### src/rtl/mem_bist.sv
// mem_bist: March C- built-in self-test controller for a 16x16 memory.
// Runs M0 up w0; M1 up r0,w1; M2 up r1,w0; M3 down r0,w1; M4 down r1,w0;
// M5 up r0, where "0" is BG and "1" is ~BG.
// Ports:
//   clk, rst_n        clock and synchronous active-low reset
//   start             run request, honoured only in IDLE
//   busy, done        run in progress / one-cycle end-of-run pulse
//   fail, err_cnt     sticky mismatch flag and mismatch count for the run
//   fail_addr/elem/data  details captured at the first mismatch
//   mem_wr_en, mem_addrw, mem_wdata   memory write port
//   mem_rd_en, mem_addrr, mem_rdata   memory read port (data one cycle later)
`timescale 1ns/1ps
module mem_bist #(
    parameter logic [15:0] BG = 16'h0000
) (
    input  logic        clk,
    input  logic        rst_n,
    input  logic        start,
    output logic        busy,
    output logic        done,
    output logic        fail,
    output logic [6:0]  err_cnt,
    output logic [3:0]  fail_addr,
    output logic [2:0]  fail_elem,
    output logic [15:0] fail_data,
    output logic        mem_wr_en,
    output logic        mem_rd_en,
    output logic [3:0]  mem_addrw,
    output logic [3:0]  mem_addrr,
    output logic [15:0] mem_wdata,
    input  logic [15:0] mem_rdata
);

    localparam int unsigned AW = 4;
    localparam int unsigned EW = 3;
    localparam int unsigned CW = 7;
    localparam logic [AW-1:0] ADDR_LAST = AW'(15);
    localparam logic [CW-1:0] ERR_MAX   = CW'(80);

    typedef enum logic [1:0] {
        S_IDLE = 2'd0,
        S_RUN  = 2'd1,
        S_DONE = 2'd2
    } state_t;

    state_t          state_q;
    logic [EW-1:0]   elem_q;
    logic [AW-1:0]   addr_q;
    logic            phase_q;   // 0: cycle A (read/write), 1: cycle B (compare)

    logic [EW-1:0]   elem_d;
    logic [AW-1:0]   addr_d;
    logic            phase_d;
    logic            last_step;
    logic            wr_en_d;
    logic            rd_en_d;
    logic [15:0]     wdata_d;
    logic [15:0]     exp_word;
    logic            mismatch;

    // M3 and M4 walk the address space downwards
    function automatic logic elem_down(input logic [EW-1:0] e);
        return (e == EW'(3)) || (e == EW'(4));
    endfunction

    // Sequencer: next march position after the current one
    always_comb begin
        elem_d    = elem_q;
        addr_d    = addr_q;
        phase_d   = phase_q;
        last_step = 1'b0;
        if (elem_q == '0) begin
            if (addr_q == ADDR_LAST) begin
                elem_d  = EW'(1);
                addr_d  = '0;
                phase_d = 1'b0;
            end else begin
                addr_d = addr_q + AW'(1);
            end
        end else if (!phase_q) begin
            phase_d = 1'b1;
        end else begin
            phase_d = 1'b0;
            if (addr_q == (elem_down(elem_q) ? AW'(0) : ADDR_LAST)) begin
                if (elem_q == EW'(5)) begin
                    last_step = 1'b1;
                end else begin
                    elem_d = elem_q + EW'(1);
                    addr_d = elem_down(elem_q + EW'(1)) ? ADDR_LAST : AW'(0);
                end
            end else begin
                addr_d = elem_down(elem_q) ? addr_q - AW'(1) : addr_q + AW'(1);
            end
        end
    end

    // Memory controls for the next position; M5 cycle B is compare-only
    always_comb begin
        wr_en_d = (elem_d == '0) || (phase_d && (elem_d != EW'(5)));
        rd_en_d = (elem_d != '0) && !phase_d;
        wdata_d = ((elem_d == EW'(1)) || (elem_d == EW'(3))) ? ~BG : BG;
    end

    // Read data arrives in cycle B of the current position
    always_comb begin
        exp_word = ((elem_q == EW'(2)) || (elem_q == EW'(4))) ? ~BG : BG;
        mismatch = phase_q && (elem_q != '0) && (mem_rdata != exp_word);
    end

    // Controller state, status and memory-port registers
    always_ff @(posedge clk) begin
        if (!rst_n) begin
            state_q   <= S_IDLE;
            elem_q    <= '0;
            addr_q    <= '0;
            phase_q   <= 1'b0;
            busy      <= 1'b0;
            done      <= 1'b0;
            fail      <= 1'b0;
            err_cnt   <= '0;
            fail_addr <= '0;
            fail_elem <= '0;
            fail_data <= '0;
            mem_wr_en <= 1'b0;
            mem_rd_en <= 1'b0;
            mem_addrw <= '0;
            mem_addrr <= '0;
            mem_wdata <= '0;
        end else begin
            done <= 1'b0;
            case (state_q)
                S_IDLE: begin
                    if (start) begin
                        state_q   <= S_RUN;
                        busy      <= 1'b1;
                        fail      <= 1'b0;
                        err_cnt   <= '0;
                        fail_addr <= '0;
                        fail_elem <= '0;
                        fail_data <= '0;
                        elem_q    <= '0;
                        addr_q    <= '0;
                        phase_q   <= 1'b0;
                        mem_wr_en <= 1'b1;
                        mem_rd_en <= 1'b0;
                        mem_addrw <= '0;
                        mem_wdata <= BG;
                    end
                end
                S_RUN: begin
                    if (mismatch) begin
                        fail <= 1'b1;
                        if (err_cnt != ERR_MAX) begin
                            err_cnt <= err_cnt + CW'(1);
                        end
                        // fail is still clear only before the first mismatch
                        if (!fail) begin
                            fail_addr <= addr_q;
                            fail_elem <= elem_q;
                            fail_data <= mem_rdata;
                        end
                    end
                    if (last_step) begin
                        state_q   <= S_DONE;
                        busy      <= 1'b0;
                        done      <= 1'b1;
                        mem_wr_en <= 1'b0;
                        mem_rd_en <= 1'b0;
                    end else begin
                        elem_q    <= elem_d;
                        addr_q    <= addr_d;
                        phase_q   <= phase_d;
                        mem_wr_en <= wr_en_d;
                        mem_rd_en <= rd_en_d;
                        mem_addrw <= addr_d;
                        mem_addrr <= addr_d;
                        mem_wdata <= wdata_d;
                    end
                end
                S_DONE: begin
                    state_q <= S_IDLE;
                end
                default: begin
                    state_q <= S_IDLE;
                end
            endcase
        end
    end

endmodule

### config.mk
export PLATFORM = sky130hd
export DESIGN_NAME = mem_bist
export DESIGN_NICKNAME = d
export VERILOG_FILES = /design/src/rtl/mem_bist.sv
export SDC_FILE = /design/constraint.sdc
export NUM_CORES = 1
export LEC_CHECK = 0
export CAP_MARGIN = 5
export CORE_MARGIN = 2
export CORE_UTILIZATION = 44
export DETAILED_ROUTE_END_ITERATION = 10
export PLACE_DENSITY = 0.76
export SLEW_MARGIN = 15
export SYNTH_ARGS = -nofsm -noshare
export SYNTH_HDL_FRONTEND = slang
export SYNTH_SLANG_ARGS = --single-unit
### constraint.sdc
create_clock -name clk -period 3.18 [get_ports clk]
set_input_delay 0.636 -clock clk [delete_from_list [all_inputs] [get_ports clk]]
set_output_delay 0.636 -clock clk [all_outputs]
set_load 0.05 [all_outputs]
==> impl_metrics.tcl <==
set metrics [dict create \
    syn-mean-instance-area_um2 8.173 \
    violations "design-rule violations" \
    power_frac_seq_pct 49.5 \
    hold_class "reg2reg" \
    n_fill_cell 560 \
    cts-buffers-inserted 5 \
    min_path_cells 2 \
    final_cells 499 \
    arrival_ns 3.25 \
    synth_flop_cell "dfxtp_1" \
    grt_overflow_total 0 \
    synth-seq-cells 50 \
    drt_iter0_markers 306 \
    post-place-cells 492 \
    synth_area_leaders "dfxtp_1, mux2i_1, nand3_1" \
    critPathSlowestCell "or4_4" \
    syn2layout_area_growth_pct 30.45 \
    combPwrFrac_pct 15.4 \
    leakagePower_uw 0.001397 \
    fin_crit_sh_pct 96.15 \
    dieArea_um2 7376 \
    power.density_nw_per_um2 341.1 \
    final_util_pct 59.93 \
    core-area_um2 6422 \
    post-route-drc-count 7 \
    hold_violations 0 \
    slew_headroom_pct 59.06 \
    cts_tree "done" \
    worstSkewPairLatency_ns 0.31 \
    grt_first_pass_wirelength_um 12290 \
    critical_path.endpoint_type "flop" \
    htree_levels 2 \
    clkTransAtPathRegs_ns 0.09 \
    rows 29 \
    peakVddDrop_mv 0.2087 \
    cts_buffer_depth 2 \
    async_flop_share_pct 0 \
    cp-startpoint "elem_q[0]$_SDFFE_PN0P_" \
    start_kind "flop" \
    clkPwrFrac_pct 35.1 \
    synth_top_area_cell "dfxtp_1" \
    syn-num-nets 392 \
    antenna_found_initial 0 \
    required_ns 3.38 \
    reg2regPathDepth 11 \
    max_freq_mhz 327.1 \
    syn_area_um2 2950 \
    synth_top_area_share_pct 33.93 \
    fin_nets 453 \
    place_congestion 0.8655 \
    die_y_um 85.89 \
    layout-drive-gt1-share_pct 8.294 \
    yosysWarnings 0 \
    seq_area_frac_synth_pct 33.93 \
    n_antenna_cell 0 \
    grt.total_usage_pct 20.37 \
    clock_sinks 50 \
    tightest_slew_ns 0.6064 \
    io_buffers 77 \
    drtAntennaViolNets 0 \
    setup_viol_count_final 0 \
    synth_edf_count 0 \
    initial_utilization_pct 45.94 \
    cts-root-buf "clkbuf_8" \
    postCtsSetupRepairBufs 0 \
    via_per_inst 5.729 \
    post_drt_wl_per_cell_um 14.94 \
    synth.distinct_cells 49 \
    switchingPower_uw 345.3 \
    grt_start_max_net_pins 51 \
    die_w_um 85.89 \
    fin_skew_ns 0.005309 \
    crit_chain "inv_1 -> ha_1 -> mux2i_4 -> inv_1 -> ha_1 -> or4_4 -> mux2_4 -> nor3b_1 -> mux2_4 -> and3_1 -> o22ai_2" \
    vias 2859 \
    path_class "reg2reg" \
    hpwl_um 5449 \
    grt_pass1_vias 2626 \
    p_sw_share_pct 26.30 \
    min_from "fail_data[13]$_SDFFE_PN0P_" \
    reg2reg_from "elem_q[0]$_SDFFE_PN0P_" \
    io_pins 78 \
    drt_first_pass_iters 10 \
    yosysMostFrequentCell "dfxtp_1" \
    p_int_uw 967.6 \
    period_minus_slack_ns 3.058 \
    status "finished with violations" \
    synthTopCellsByCount "dfxtp_1, nand3_1, nand2_1, o21ai_0, mux2i_1" \
    synth_cells 361 \
    cp_slowest_stage_delay_ns 0.44 \
    drv_slew 0 \
    cap_violations 0 \
    postRouteWirelength_um 7456 \
    critPathMaxFanout 7 \
]
-- metal layers --
metal | wire [um] | track usage [%] | up-vias
met2 | 3493 | 32.49 | 102
li1 | - | - | 1404
met1 | 3419 | 27.26 | 1343
met5 | 0 | 0 | -
met4 | 113 | 7.504 | 0
met3 | 429 | 4.042 | 10
-- power by group through the flow --
stage | combinational, uW | clock [uW] | sequential [uW]
after global placement | 198 | 0 | 665
final | 202 | 460 | 650
after detailed placement | 200 | 0 | 665
after CTS | 202 | 468 | 651
after floorplan | 88.3 | 0 | 699
after global routing | 216 | 493 | 653
-- kinds of logic after synthesis --
| kind of cell | Yosys count | share of synthesized area [%] |
|---|---|---|
| buffers and inverters | 49 | 8.397 |
| AOI/OAI and AO/OA | 83 | 18.45 |
| and+or+nand+nor | 141 | 24.81 |
| adders and majority gates | 12 | 5.089 |
| xor gates and xnor gates | 1 | 0.2969 |
| DFF | 50 | 33.93 |
| muxes | 25 | 9.033 |
-- critical path, delay by kind of cell, from the launching register on --
kind,cells,cell delay (ns)
and+or+nand+nor,3,1.01
muxes,3,0.74
adders and majority gates,2,0.57
DFF,1,0.38
buffers and inverters,2,0.17
AOI/OAI and AO/OA,1,0.06
-- worst paths after layout --
path,slack [ns],endpoint
hold reg to reg,0.46,fail_data[13]$_SDFFE_PN0P_
hold / removal,0.46,fail_data[13]$_SDFFE_PN0P_
setup / recovery,0.12,mem_rd_en$_SDFFE_PN0P_
setup reg to reg,0.12,mem_rd_en$_SDFFE_PN0P_
-- layout by cell type, fill, tap and decap left out, types with 8 or more instances in the layout --
master and instances:
clkdlybuf4s50_1 76, dfxtp_1 49, nand3_1 37, nand2_1 34
o21ai_0 24, mux2i_1 20, nor2_1 15, buf_4 15
a21boi_0 14, a21oi_1 13, ha_1 12, inv_1 11
nand4_1 9, and2_1 8
-- layout make-up --
cell class	count	area [um2]	area share, %
clock buffers	6	82.58	2.146
inverters	11	41.29	1.073
multi-input cells	262	1715	44.57
well taps	77	96.34	2.503
repair buffers	92	878.3	22.82
flip-flops and latches	50	1005	26.11
clock inverters	1	30.03	0.7802
-- metrics by stage --
| step | total power, uW | setup WS [ns] | setup TNS, ns | hold WS [ns] | instance area [um2] |
|---|---|---|---|---|---|
| global placement | 863.5 | 0.1888 | 0 | 0.4489 | 3727 |
| floorplan | 787.6 | 0.08398 | 0 | 0.5124 | 2959 |
| detailed placement | 865.4 | 0.09538 | 0 | 0.4473 | 3727 |
| global route | 1362 | -0.01862 | -0.04171 | 0.4807 | 3849 |
| finish | 1313 | 0.1225 | 0 | 0.4616 | 3849 |
| CTS | 1320 | 0.07231 | 0 | 0.4642 | 3840 |
-- flip-flops by register name, summed over array words and instances (netlist names) --
register	flops
addr_q	4
state_q	2
err_cnt	7
mem_wdata	1
mem_addrr	4
elem_q	3
fail_elem	3
done	1
fail_addr	4
phase_q	1
mem_wr_en	1
mem_rd_en	1
busy	1
fail	1
fail_data	16
-- repair_timing --
item / CTS / global route
gates resized for setup: 0 / 3
hold buffers: 0 / 0
endpoints found under the setup margin: 0 / 6
(Power assumes the default switching activity.)
